### config.mk
export PLATFORM = sky130hd
export DESIGN_NAME = serial_add_sub_unit_flat
export DESIGN_NICKNAME = d
export VERILOG_FILES = /design/src/rtl/serial_alu_pkg.sv /design/src/rtl/serial_add_sub_unit_if.sv /design/src/rtl/add_sub_digit.sv /design/src/rtl/serial_add_sub_unit.sv /design/src/flat_wrapper.sv
export SDC_FILE = /design/constraint.sdc
export NUM_CORES = 1
export LEC_CHECK = 0
export CORE_AREA = 2 2 90 92
export CTS_CLUSTER_DIAMETER = 100
export CTS_CLUSTER_SIZE = 16
export DETAILED_ROUTE_END_ITERATION = 10
export DIE_AREA = 0 0 92 94
export DONT_BUFFER_PORTS = 1
export PLACE_DENSITY_LB_ADDON = 0.08
export SLEW_MARGIN = 20
export SYNTH_ARGS = -nofsm -noshare
export SYNTH_HDL_FRONTEND = slang
export SYNTH_HIERARCHICAL = 1
export SYNTH_SLANG_ARGS = --single-unit
### constraint.sdc
create_clock -name clk -period 3.65 [get_ports clk]
set_input_delay 0.73 -clock clk [delete_from_list [all_inputs] [get_ports clk]]
set_output_delay 0.73 -clock clk [all_outputs]
set_load 0.02 [all_outputs]
### src/rtl/serial_alu_pkg.sv
// Shared types and constants for the digit-serial add/sub unit.
// The FSM state encoding and default sizing live here.
package serial_alu_pkg;

   typedef enum logic [1:0] {
      IDLE = 2'd0,
      RUN  = 2'd1,
      DONE = 2'd2
   } state_t;

   localparam logic OP_ADD = 1'b0;
   localparam logic OP_SUB = 1'b1;

   localparam int DEF_WIDTH   = 32;
   localparam int DEF_DIGIT_W = 8;

endpackage

### src/rtl/serial_add_sub_unit_if.sv
// Request/response bundle of serial_add_sub_unit.
// Port ovf exists only when OVERFLOW_FLAG_EN is defined.
interface serial_add_sub_unit_if
   import serial_alu_pkg::*;
#(
   parameter int WIDTH = DEF_WIDTH
);

   logic             start;
   logic             sub;
   logic [WIDTH-1:0] a;
   logic [WIDTH-1:0] b;
   logic             busy;
   logic             done;
   logic [WIDTH-1:0] result;
   logic             a31;
   logic             b31;
   logic             carry;
   logic             zero;
   logic             diff;
`ifdef OVERFLOW_FLAG_EN
   logic             ovf;
`endif

   modport master (
      output start, sub, a, b,
`ifdef OVERFLOW_FLAG_EN
      input  ovf,
`endif
      input  busy, done, result,
      input  a31, b31, carry, zero, diff
   );

   modport slave (
      input  start, sub, a, b,
`ifdef OVERFLOW_FLAG_EN
      output ovf,
`endif
      output busy, done, result,
      output a31, b31, carry, zero, diff
   );

endinterface

### src/rtl/add_sub_digit.sv
// Combinational DIGIT_W-bit add/sub slice; also exposes the carry
// into its top bit so the caller can derive signed overflow.
module add_sub_digit #(
   parameter int DIGIT_W = 8
) (
   input  logic [DIGIT_W-1:0] a,
   input  logic [DIGIT_W-1:0] b,
   input  logic               cin,
   input  logic               inv,
   output logic [DIGIT_W-1:0] sum,
   output logic               cout,
   output logic               cmsb
);

   logic [DIGIT_W-1:0] bx;
   logic [DIGIT_W-1:0] low;
   logic [1:0]         top;

   assign bx = inv ? ~b : b;

   // low[DIGIT_W-1] is the carry into the top bit
   assign low = {1'b0, a[DIGIT_W-2:0]}
              + {1'b0, bx[DIGIT_W-2:0]}
              + {{(DIGIT_W-1){1'b0}}, cin};

   assign cmsb = low[DIGIT_W-1];

   assign top = {1'b0, a[DIGIT_W-1]}
              + {1'b0, bx[DIGIT_W-1]}
              + {1'b0, cmsb};

   assign sum  = {top[0], low[DIGIT_W-2:0]};
   assign cout = top[1];

endmodule

### src/rtl/serial_add_sub_unit.sv
// Digit-serial WIDTH-bit adder/subtractor with comparison flags.
// Optional signed-overflow output enabled by OVERFLOW_FLAG_EN.
module serial_add_sub_unit
   import serial_alu_pkg::*;
#(
   parameter int WIDTH   = DEF_WIDTH,
   parameter int DIGIT_W = DEF_DIGIT_W
) (
   input  logic clk,
   input  logic rst,
   serial_add_sub_unit_if.slave bus
);

   localparam int N     = WIDTH / DIGIT_W;
   localparam int IDX_W = (N > 1) ? $clog2(N) : 1;
   localparam logic [IDX_W-1:0] LAST = IDX_W'(N - 1);

   state_t           state_q, state_d;
   logic [IDX_W-1:0] idx_q, idx_d;
   logic [WIDTH-1:0] a_q, a_d;
   logic [WIDTH-1:0] b_q, b_d;
   logic [WIDTH-1:0] result_q, result_d;
   logic             sub_q, sub_d;
   logic             cy_q, cy_d;
   logic             done_q, done_d;
   logic             a31_q, a31_d;
   logic             b31_q, b31_d;
   logic             carry_q, carry_d;
   logic             zero_q, zero_d;
   logic             diff_q, diff_d;
   logic             ovf_q, ovf_d;

   logic [DIGIT_W-1:0] dig_a;
   logic [DIGIT_W-1:0] dig_b;
   logic [DIGIT_W-1:0] dig_sum;
   logic               dig_cout;
`ifdef OVERFLOW_FLAG_EN
   logic               dig_cmsb;
`endif

   assign dig_a = a_q[idx_q*DIGIT_W +: DIGIT_W];
   assign dig_b = b_q[idx_q*DIGIT_W +: DIGIT_W];

   // one slice, reused for every digit position
   add_sub_digit #(
      .DIGIT_W (DIGIT_W)
   ) u_digit (
      .a    (dig_a),
      .b    (dig_b),
      .cin  (cy_q),
      .inv  (sub_q == OP_SUB),
      .sum  (dig_sum),
      .cout (dig_cout),
`ifdef OVERFLOW_FLAG_EN
      .cmsb (dig_cmsb)
`else
      .cmsb ()
`endif
   );

   always_comb begin
      state_d  = state_q;
      idx_d    = idx_q;
      a_d      = a_q;
      b_d      = b_q;
      sub_d    = sub_q;
      cy_d     = cy_q;
      result_d = result_q;
      done_d   = 1'b0;
      a31_d    = a31_q;
      b31_d    = b31_q;
      carry_d  = carry_q;
      zero_d   = zero_q;
      diff_d   = diff_q;
      ovf_d    = ovf_q;
      unique case (state_q)
         IDLE: begin
            if (bus.start) begin
               a_d     = bus.a;
               b_d     = bus.b;
               sub_d   = bus.sub;
               cy_d    = bus.sub;
               a31_d   = bus.a[WIDTH-1];
               b31_d   = bus.b[WIDTH-1];
               idx_d   = '0;
               state_d = RUN;
            end
         end
         RUN: begin
            result_d[idx_q*DIGIT_W +: DIGIT_W] = dig_sum;
            cy_d  = dig_cout;
            idx_d = idx_q + 1'b1;
            if (idx_q == LAST) begin
               state_d = DONE;
`ifdef OVERFLOW_FLAG_EN
               ovf_d = dig_cmsb ^ dig_cout;
`endif
            end
         end
         DONE: begin
            // flags are taken from the completed result register
            done_d  = 1'b1;
            carry_d = cy_q;
            zero_d  = (result_q == '0);
            diff_d  = result_q[WIDTH-1];
            state_d = IDLE;
         end
         default: state_d = IDLE;
      endcase
   end

   always_ff @(posedge clk) begin
      if (rst) begin
         state_q  <= IDLE;
         idx_q    <= '0;
         a_q      <= '0;
         b_q      <= '0;
         sub_q    <= 1'b0;
         cy_q     <= 1'b0;
         result_q <= '0;
         done_q   <= 1'b0;
         a31_q    <= 1'b0;
         b31_q    <= 1'b0;
         carry_q  <= 1'b0;
         zero_q   <= 1'b0;
         diff_q   <= 1'b0;
         ovf_q    <= 1'b0;
      end else begin
         state_q  <= state_d;
         idx_q    <= idx_d;
         a_q      <= a_d;
         b_q      <= b_d;
         sub_q    <= sub_d;
         cy_q     <= cy_d;
         result_q <= result_d;
         done_q   <= done_d;
         a31_q    <= a31_d;
         b31_q    <= b31_d;
         carry_q  <= carry_d;
         zero_q   <= zero_d;
         diff_q   <= diff_d;
         ovf_q    <= ovf_d;
      end
   end

   assign bus.busy   = (state_q == RUN);
   assign bus.done   = done_q;
   assign bus.result = result_q;
   assign bus.a31    = a31_q;
   assign bus.b31    = b31_q;
   assign bus.carry  = carry_q;
   assign bus.zero   = zero_q;
   assign bus.diff   = diff_q;
`ifdef OVERFLOW_FLAG_EN
   assign bus.ovf    = ovf_q;
`else
   logic unused_ovf;
   assign unused_ovf = ovf_q;
`endif

endmodule

### src/flat_wrapper.sv
// flat-port wrapper written by rule: the top's interface ports become plain ports
module serial_add_sub_unit_flat import serial_alu_pkg::*;
#(
   parameter int WIDTH   = DEF_WIDTH,
   parameter int DIGIT_W = DEF_DIGIT_W
)
  (clk, rst, bus_start, bus_sub, bus_a, bus_b, bus_busy, bus_done, bus_result, bus_a31, bus_b31, bus_carry, bus_zero, bus_diff);
  serial_add_sub_unit_if #(.WIDTH(WIDTH)) bus_i ();
  input  logic clk;
  input  logic rst;
  input wire logic [$bits(bus_i.start)-1:0] bus_start;
  input wire logic [$bits(bus_i.sub)-1:0] bus_sub;
  input wire logic [$bits(bus_i.a)-1:0] bus_a;
  input wire logic [$bits(bus_i.b)-1:0] bus_b;
  output wire logic [$bits(bus_i.busy)-1:0] bus_busy;
  output wire logic [$bits(bus_i.done)-1:0] bus_done;
  output wire logic [$bits(bus_i.result)-1:0] bus_result;
  output wire logic [$bits(bus_i.a31)-1:0] bus_a31;
  output wire logic [$bits(bus_i.b31)-1:0] bus_b31;
  output wire logic [$bits(bus_i.carry)-1:0] bus_carry;
  output wire logic [$bits(bus_i.zero)-1:0] bus_zero;
  output wire logic [$bits(bus_i.diff)-1:0] bus_diff;
  assign bus_i.start = bus_start;
  assign bus_i.sub = bus_sub;
  assign bus_i.a = bus_a;
  assign bus_i.b = bus_b;
  assign bus_busy = bus_i.busy;
  assign bus_done = bus_i.done;
  assign bus_result = bus_i.result;
  assign bus_a31 = bus_i.a31;
  assign bus_b31 = bus_i.b31;
  assign bus_carry = bus_i.carry;
  assign bus_zero = bus_i.zero;
  assign bus_diff = bus_i.diff;
  serial_add_sub_unit #(.WIDTH(WIDTH), .DIGIT_W(DIGIT_W)) u_core (.clk(clk), .rst(rst), .bus(bus_i));
endmodule
Yosys cells after proc, flatten, opt, wreduce, memory -nomap -nowiden. Cells that the tools add are included.

Input port bits: 68. Flip-flop bits (word level): 108. Logic and storage cells: 45.

Add/subtract/negate cells: 6. Bitwise operators: 1. Equal/unequal tests: 5. Reduce and logical (&&, ||, !) cells: 6. Shift operators: 4. Mux-type cells: 10.

Operators with widths (number): $shiftx A32 B6 Y8 (2); $neg A5 Y34 (1); $shift A8 B34 Y32 const A (1); $shiftx A8 B34 Y32 (1); $bwmux W32 (1); $logic_not A32 Y1 (1); $add A7 B7 Y8 (1); $add A8 B1 Y8 (1); $mux W8 (1); $not A8 Y8 (1); $pmux W2 S2 (2); $mux W2 (3); $reduce_and A2 Y1 (3); $eq A2 B2 Y1 const B (2); $add A1 B1 Y2 (1); $add A2 B1 Y2 (1); $add A2 B1 Y2 const B (1); $eq A2 B1 Y1 const B (1); $logic_not A2 Y1 (1); $mux W1 (2); $ne A2 B1 Y1 const B (1); $ne A2 B2 Y1 const B (1); $pmux W1 S2 (1); $reduce_bool A2 Y1 (1).

Logic depth before layout (Yosys ltp).
Word-level depth: 8. Depth in mapped cells: 13.

Cells and area by module. The synthesis kept the hierarchy.

Modules (own cells, without submodules): serial_add_sub_unit (times used 1, seq. area each 2122.0 um^2, area each 4379.2 um^2, cells an instance 506); add_sub_digit (times used 1, seq. area each 0.0 um^2, area each 377.9 um^2, cells an instance 45).

Worst setup path after synthesis. OpenSTA, ideal clock, no wires.

Path type: register to register. Start: register u_core.idx_q[0]. End: register u_core.result_q[31], in the netlist u_core/bus.result[31]. Setup slack: 0.470 ns. Stages on the path, launching flop included: 13. Period minus slack after synthesis: 3.180 ns. Buffers on the path: 1. Data arrival time: 3.109 ns. Required time: 3.580 ns. Path through: dfxtp_1 > buf_2 > mux4_2 > xor2_1 > ha_1 > a21oi_1 > nand2_1 > a41o_2 > a31oi_1 > fa_1 > inv_1 > nand4b_1 > a21oi_1.

Word-level cells in the longest chain between the ends: 8.

Ends and longest elaborated chain: start: declaration (line serial_add_sub_unit.sv:19) `logic [IDX_W-1:0] idx_q, idx_d;`; start signal: assignment (line serial_add_sub_unit.sv:130) `idx_q <= idx_d;`; $shiftx A32 B6 Y8 * (line serial_add_sub_unit.sv:42) `assign dig_b = b_q[idx_q*DIGIT_W +: DIGIT_W];`; named net u_core.dig_b[4] (line serial_add_sub_unit.sv:34) `logic [DIGIT_W-1:0] dig_b;`; $not A8 Y8 (line add_sub_digit.sv:19) `assign bx = inv ? ~b : b;`; $mux W8 * (line add_sub_digit.sv:19); $add A7 B7 Y8 * (line add_sub_digit.sv:23) `+ {1'b0, bx[DIGIT_W-2:0]}`; $add A8 B1 Y8 * (line add_sub_digit.sv:24) `+ {{(DIGIT_W-1){1'b0}}, cin};`; $add A2 B1 Y2 * (line add_sub_digit.sv:30) `+ {1'b0, cmsb};`; named net u_core.dig_sum[7] (line serial_add_sub_unit.sv:35) `logic [DIGIT_W-1:0] dig_sum;`; $shiftx A8 B34 Y32 * (line serial_add_sub_unit.sv:90) `result_d[idx_q*DIGIT_W +: DIGIT_W] = dig_sum;`; $bwmux W32 * (line serial_add_sub_unit.sv:90); end signal: assignment (line serial_add_sub_unit.sv:135) `result_q <= result_d;`; end: declaration (line serial_add_sub_unit.sv:22) `logic [WIDTH-1:0] result_q, result_d;`.

Mark *: on every way through the listed nets, which the timed path passes. The rest lies on a longest branch. A chain may end at the register's enable or synchronous reset.

Final worst setup path. Ends and elaborated chain as after synthesis.

==> results.txt <==
The flow ran to the end, and the final reports show no timing, DRC or antenna violations. The area of the die is 8648 um2. The number of max-cap violations is 0. The count of input and output buffers came out at 0. Setup repair after global routing left no endpoint under its margin. The number of gates resized after cts is 0. The maximum net fanout on the critical path came out at 11.

The total power draw came out at 0.002222 W. The length of the first detailed-routing pass in iterations came out at 5. The number of buffers and inverters on the critical path is 2.

The routability-driven placement congestion ratio is 0.8383. Summing every instance area after synthesis gives 4748 um2. The total power divided by cell area is 451.6 nW/um2.

VDD sags by at most 0.3402 mV. Traced cell by cell, the critical path runs through buf_4 > mux4_2 > xor2_1 > ha_1 > a21oi_1 > nand2_1 > a41o_2 > a31oi_1 > fa_1 > inv_1 > nand4b_1 > a21oi_1. The maximum level of the CTS H-tree is 3. STA puts the critical path data required time at 3930 ps. The final-report max-slew violation count came out at 0. The signed area change from the synthesized netlist to the final layout came out at 3.610%. The post-synthesis area per instance is 8.633 um2. The CTS root buffer is sky130_fd_sc_hd__clkbuf_8. The worst setup path is launched from a flop. The width of the die is 92 um.

The CTS sink count is 106. The post-CTS setup buffer count came out at 0. The aggregate global-route resource usage came out at 24.51%. By instance count, the cell type seen most on the critical path is sky130_fd_sc_hd__a21oi_1. The violation count after the first detailed-route iteration is 221. The final number of hold-violating endpoints is 0.

Grouping stages by cell kind, the critical path spends the most delay in compound AO/OA/AOI/OAI gates. The number of antenna violations at the first check in global routing came out at 0. The maximum clock frequency is 0.2995 GHz.

The core region is 7607 um2. The count of hold-fix buffers inserted at cts came out at 0. The number of placement rows is 32.

From bottom edge to top edge, the die measures 94 um. In the final routed layout, each cell accounts on average for 16.36 um. The total grt overflow is 0. The share of the clock period used by the worst path came out at 91.49%. 107 I/O pins were placed. The cell count after synthesis is 550.

The number of buffers created by CTS is 9. The worst setup path is captured at a flop. The clock skew is 14.90 ps. The detailed-route vias per instance came out at 5.819. The final number of setup-violating endpoints is 0. The total routed wirelength is 10.40 mm. The number of remaining DRC errors came out at 0. The slowest stage cell on the critical path is sky130_fd_sc_hd__mux4_2. The transition at the pin with the smallest max-transition slack is 681.9 ps. The effective utilization at floorplan is 62.42%. The residual antenna-violating net count after detailed routing is 0. The clock latency at the later pin of the worst-skew pair is 350 ps. The placed wire-length estimate after detailed placement is 7.350 mm. The first global-routing pass estimated 16.84 mm of wire. The setup TNS is 0 ps. The type of the worst min-delay path is input pin to flop. The reported leakage power came out at 1.841 nW. The max-slew headroom at the worst pin is 54.54%. At the end of the flow, the number of nets in the layout was 611. The final route contains 3,701 vias. The fraction of final layout cells sized beyond drive strength 1 came out at 8.614%. The total number of yosys warnings is 6. The antenna diode instance count came out at 0.

The clock transition time at the flip-flop clock pins of the worst setup and hold paths came out at 90 ps. The delay contributed by the slowest stage of the critical path came out at 530 ps. The worst-case clock buffer depth is 2.

The via count of the first global-routing pass is 3,485. In this run the register-to-register setup slack is 310 ps. The maximum number of pins on one net before global-route repair is 108. TritonCTS built the clock tree. The shortest clock period the worst path allows after layout is 3339 ps.

The synthesized netlist net count is 632. The arrival time of data at the critical path endpoint is 3620 ps. By startpoint and endpoint, the worst setup path is classified as flop to flop.
[cell type report]
| cell class | count | area (um2) |
|---|---|---|
| clock buffer | 13 | 148.9 |
| clock inverter | 3 | 25.02 |
| fill | 712 | 2688 |
| inverter | 10 | 37.54 |
| multi-input combinational | 394 | 2399 |
| sequential | 106 | 2122 |
| tap | 102 | 127.6 |
| timing repair buffer | 8 | 60.06 |
[through the flow]
step / cells / setup WS [ps] / util, % / cell area (um2) / hold slack, ps
finish: 636 / 310.6 / 64.67 / 4920 / 429.7
global route: 636 / 68.34 / 64.67 / 4920 / 412.1
CTS: 636 / 332.7 / 64.67 / 4920 / 424.5
detailed placement: 620 / 367.7 / 62.38 / 4746 / 439.7
global placement: 620 / 502.1 / 62.38 / 4746 / 433.7
floorplan: 550 / 480.8 / - / 4748 / 433.0
[state kept, by name, indices dropped and copies added, names as in the netlist]
signal	flops
u_core/a_q	32
u_core/b_q	32
u_core/bus.result	32
u_core/idx_q	2
u_core/state_q	2
u_core/bus.carry	1
u_core/bus.diff	1
u_core/bus.done	1
u_core/bus.zero	1
u_core/cy_q	1
u_core/sub_q	1
[cells in the final DEF, fill, tap and decap left out, types with 4 or more instances in the layout]
| cell | n |
|---|---|
| sky130_fd_sc_hd__a21oi_1 | 102 |
| sky130_fd_sc_hd__and3b_1 | 4 |
| sky130_fd_sc_hd__buf_4 | 8 |
| sky130_fd_sc_hd__clkbuf_8 | 10 |
| sky130_fd_sc_hd__dfxtp_1 | 106 |
| sky130_fd_sc_hd__ha_1 | 11 |
| sky130_fd_sc_hd__inv_1 | 10 |
| sky130_fd_sc_hd__mux4_2 | 16 |
| sky130_fd_sc_hd__nand2_1 | 167 |
| sky130_fd_sc_hd__nand3_1 | 28 |
| sky130_fd_sc_hd__nand3b_1 | 4 |
| sky130_fd_sc_hd__nand4b_1 | 7 |
| sky130_fd_sc_hd__nor2_1 | 5 |
| sky130_fd_sc_hd__nor4_1 | 8 |
| sky130_fd_sc_hd__xnor2_1 | 5 |
| sky130_fd_sc_hd__xor2_1 | 8 |
[report_power, final]
part,internal (W),switching [W]
clock network,0.000271,0.000378
registers,0.00121,0.0000446
logic,0.000124,0.000196
[worst paths after layout]
check / from / to / depth (start not counted)
hold / removal: rst / u_core/bus.result[10]$_SDFFE_PP0P_ / 1
setup reg to reg: u_core/idx_q[0]$_SDFFE_PP0P_ / u_core/bus.result[31]$_SDFFE_PP0P_ / 12
hold reg to reg: u_core/a_q[9]$_SDFFE_PP0P_ / u_core/a_q[9]$_SDFFE_PP0P_ / 2
setup / recovery: u_core/idx_q[0]$_SDFFE_PP0P_ / u_core/bus.result[31]$_SDFFE_PP0P_ / 12
[per-layer routing]
metal / track usage, % / wire length [um] / vias up / part of all wire (%)
met4: 8.458 / 176 / 0 / 1.7
met2: 40.93 / 5115 / 109 / 49
met3: 3.451 / 540 / 12 / 5.2
li1: - / - / 1834 / -
met5: 0 / 0 / - / 0
met1: 32.92 / 4572 / 1746 / 44
Note: power is estimated with default switching activity, not from simulation.
==> variant: new RTL, same settings <==
Re-encode `state_t` (3 states) as one-hot, 3 bits wide.
--- a/src/rtl/serial_alu_pkg.sv
+++ b/src/rtl/serial_alu_pkg.sv
@@ -3,8 +3,8 @@
 package serial_alu_pkg;
 
-   typedef enum logic [1:0] {
-      IDLE = 2'd0,
-      RUN  = 2'd1,
-      DONE = 2'd2
+   typedef enum logic [2:0] {
+      IDLE = 3'b001,
+      RUN  = 3'b010,
+      DONE = 3'b100
    } state_t;
 
Check against the original RTL: same outputs for any inputs over 10 cycles, from zero or initial values and one cycle with rst high; not proved beyond that.
==> variant against the unedited design <==
  * Sequential share of layout area rose by 0.72 points
  * Worst setup slack improved by 38 ps
  * Synthesized cell count fell by 3.1%
  * Critical path depth did not move
  * Wire length fell by 3.1%
  * Sequential cell count rose by 1
  * Synthesized area fell by 1.1%
  * Total power fell by 0.55%
  * Clock power rose by 7.6%
  * Cell area fell by 0.71%
  * Largest power group unchanged
==> variant: results (changes against the unedited design) <==
| Metric | Value |
|---|---|
| Crit path DAT | `3590 ps (-30 ps)` |
| Max stage delay cell, worst path | `mux4_2` |
| CP peak stage delay | `540 ps` |
| Worst VDD drop | `0.257 mV (-24%)` |
| Status | `completed` |
| Met2 wire length | `5120 µm (about the same)` |
| Worst clock skew | `7.87 ps (-7.03 ps)` |
| Cell at the root of the clock tree | `clkbuf_8` |
| Met2 usage | `43.5% (+2.6 points)` |
| Fin crit period | `3300 ps (-38.0 ps)` |
| NetSw | `0.578 mW (-6.5%)` |
| Hold_sp | `rst` |
| Metal3 WL | `664 µm (+23%)` |
| Vias in the first global route | `3,471 (-0.40%)` |
| Wire per inst | `16.2 µm (-0.71%)` |
| Routed via count | `3,588 (-3.1%)` |
| RR Endpoint | `u_core/bus.result[7]$_SDFFE_PP0P_` |
| Syn nets | `616 (-2.5%)` |
| Fill cells | `662 (-7.0%)` |
| GR Util All Layers | `24.3% (-0.18 points)` |
| Final HPWL DP | `7220 µm (-1.7%)` |
| P_leak | `1.81 nW (-1.8%)` |
| First-pass GRT wire length | `16,400 µm (-2.5%)` |
| Cts bufs inserted | `9 (unchanged)` |
| Met1 usage | `28.5% (-4.4 points)` |
| Layout cells sized above 1 | `8.48% (-0.14 points)` |
| Flop2flop setup slack | `350 ps (+40 ps)` |
| Initial drt markers | `195 (-12%)` |
| Nets | `597 (-2.3%)` |
| Max FO, Critical Path | `12 (+1)` |
| GPL Wtd Cong | `0.872 (+4.0%)` |
| Pre-CTS setup slack | `366 ps (-1.57 ps)` |
| Slew HR | `50.8% (-3.7 points)` |
| First-pass detailed-route iteration total | `4 (-1)` |
| Hold EP | `u_core/bus.carry$_SDFFE_PP0P_` |
| CTS Buffer Depth | `2 (unchanged)` |
| Max H-tree Level | `3 (unchanged)` |
| Comb pwr | `0.257 mW (-20%)` |
| GRT met3 Usage | `6.82% (+3.4 points)` |
| M1 wire length | `4150 µm (-9.1%)` |
| Net Sw Frac | `26.2% (-1.7 points)` |
==> variant: cell type report <==
cell class | instances | area [µm²] | share of cell area [%]
multi-input cells | 381 | 2350 | 48.2
flip-flops and latches | 107 | 2140 | 43.9
well taps | 102 | 128 | 2.61
clock inverters | 4 | 51.3 | 1.05
repair buffers | 5 | 37.5 | 0.768
clock buffers | 12 | 135 | 2.77
inverters | 10 | 37.5 | 0.768
==> variant: worst max-delay path, delay by kind of cell, from the launching register on <==
family          cells  cell delay (ps)
simple gates        2              160
buf+inv             2              400
mux                 1              540
fa+ha+maj           2              800
compound gates      4              820
flops               1              340
xor+xnor            1              160
==> variant: how the worst max path moves through the flow <==
stage | from | endpoint | depth (start not counted)
2_1_floorplan | u_core/idx_q[0]$_SDFFE_PP0P_ | u_core/bus.result[31]$_SDFFE_PP0P_ | 12
3_3_place_gp | u_core/idx_q[0]$_SDFFE_PP0P_ | u_core/bus.result[31]$_SDFFE_PP0P_ | 12
3_5_place_dp | u_core/idx_q[0]$_SDFFE_PP0P_ | u_core/bus.result[7]$_SDFFE_PP0P_ | 12
4_1_cts | u_core/idx_q[0]$_SDFFE_PP0P_ | u_core/bus.result[7]$_SDFFE_PP0P_ | 12
5_1_grt | u_core/idx_q[0]$_SDFFE_PP0P_ | u_core/bus.result[7]$_SDFFE_PP0P_ | 12
6_report | u_core/idx_q[0]$_SDFFE_PP0P_ | u_core/bus.result[7]$_SDFFE_PP0P_ | 12
==> variant: stage by stage <==
step / hold slack (ps) / cell area, µm² / std cells
3_5_place_dp: 441 / 4700 / 605
6_report: 444 / 4880 / 621
3_3_place_gp: 437 / 4700 / 605
2_1_floorplan: 433 / 4700 / 533
5_1_grt: 405 / 4880 / 621
4_1_cts: 414 / 4880 / 621
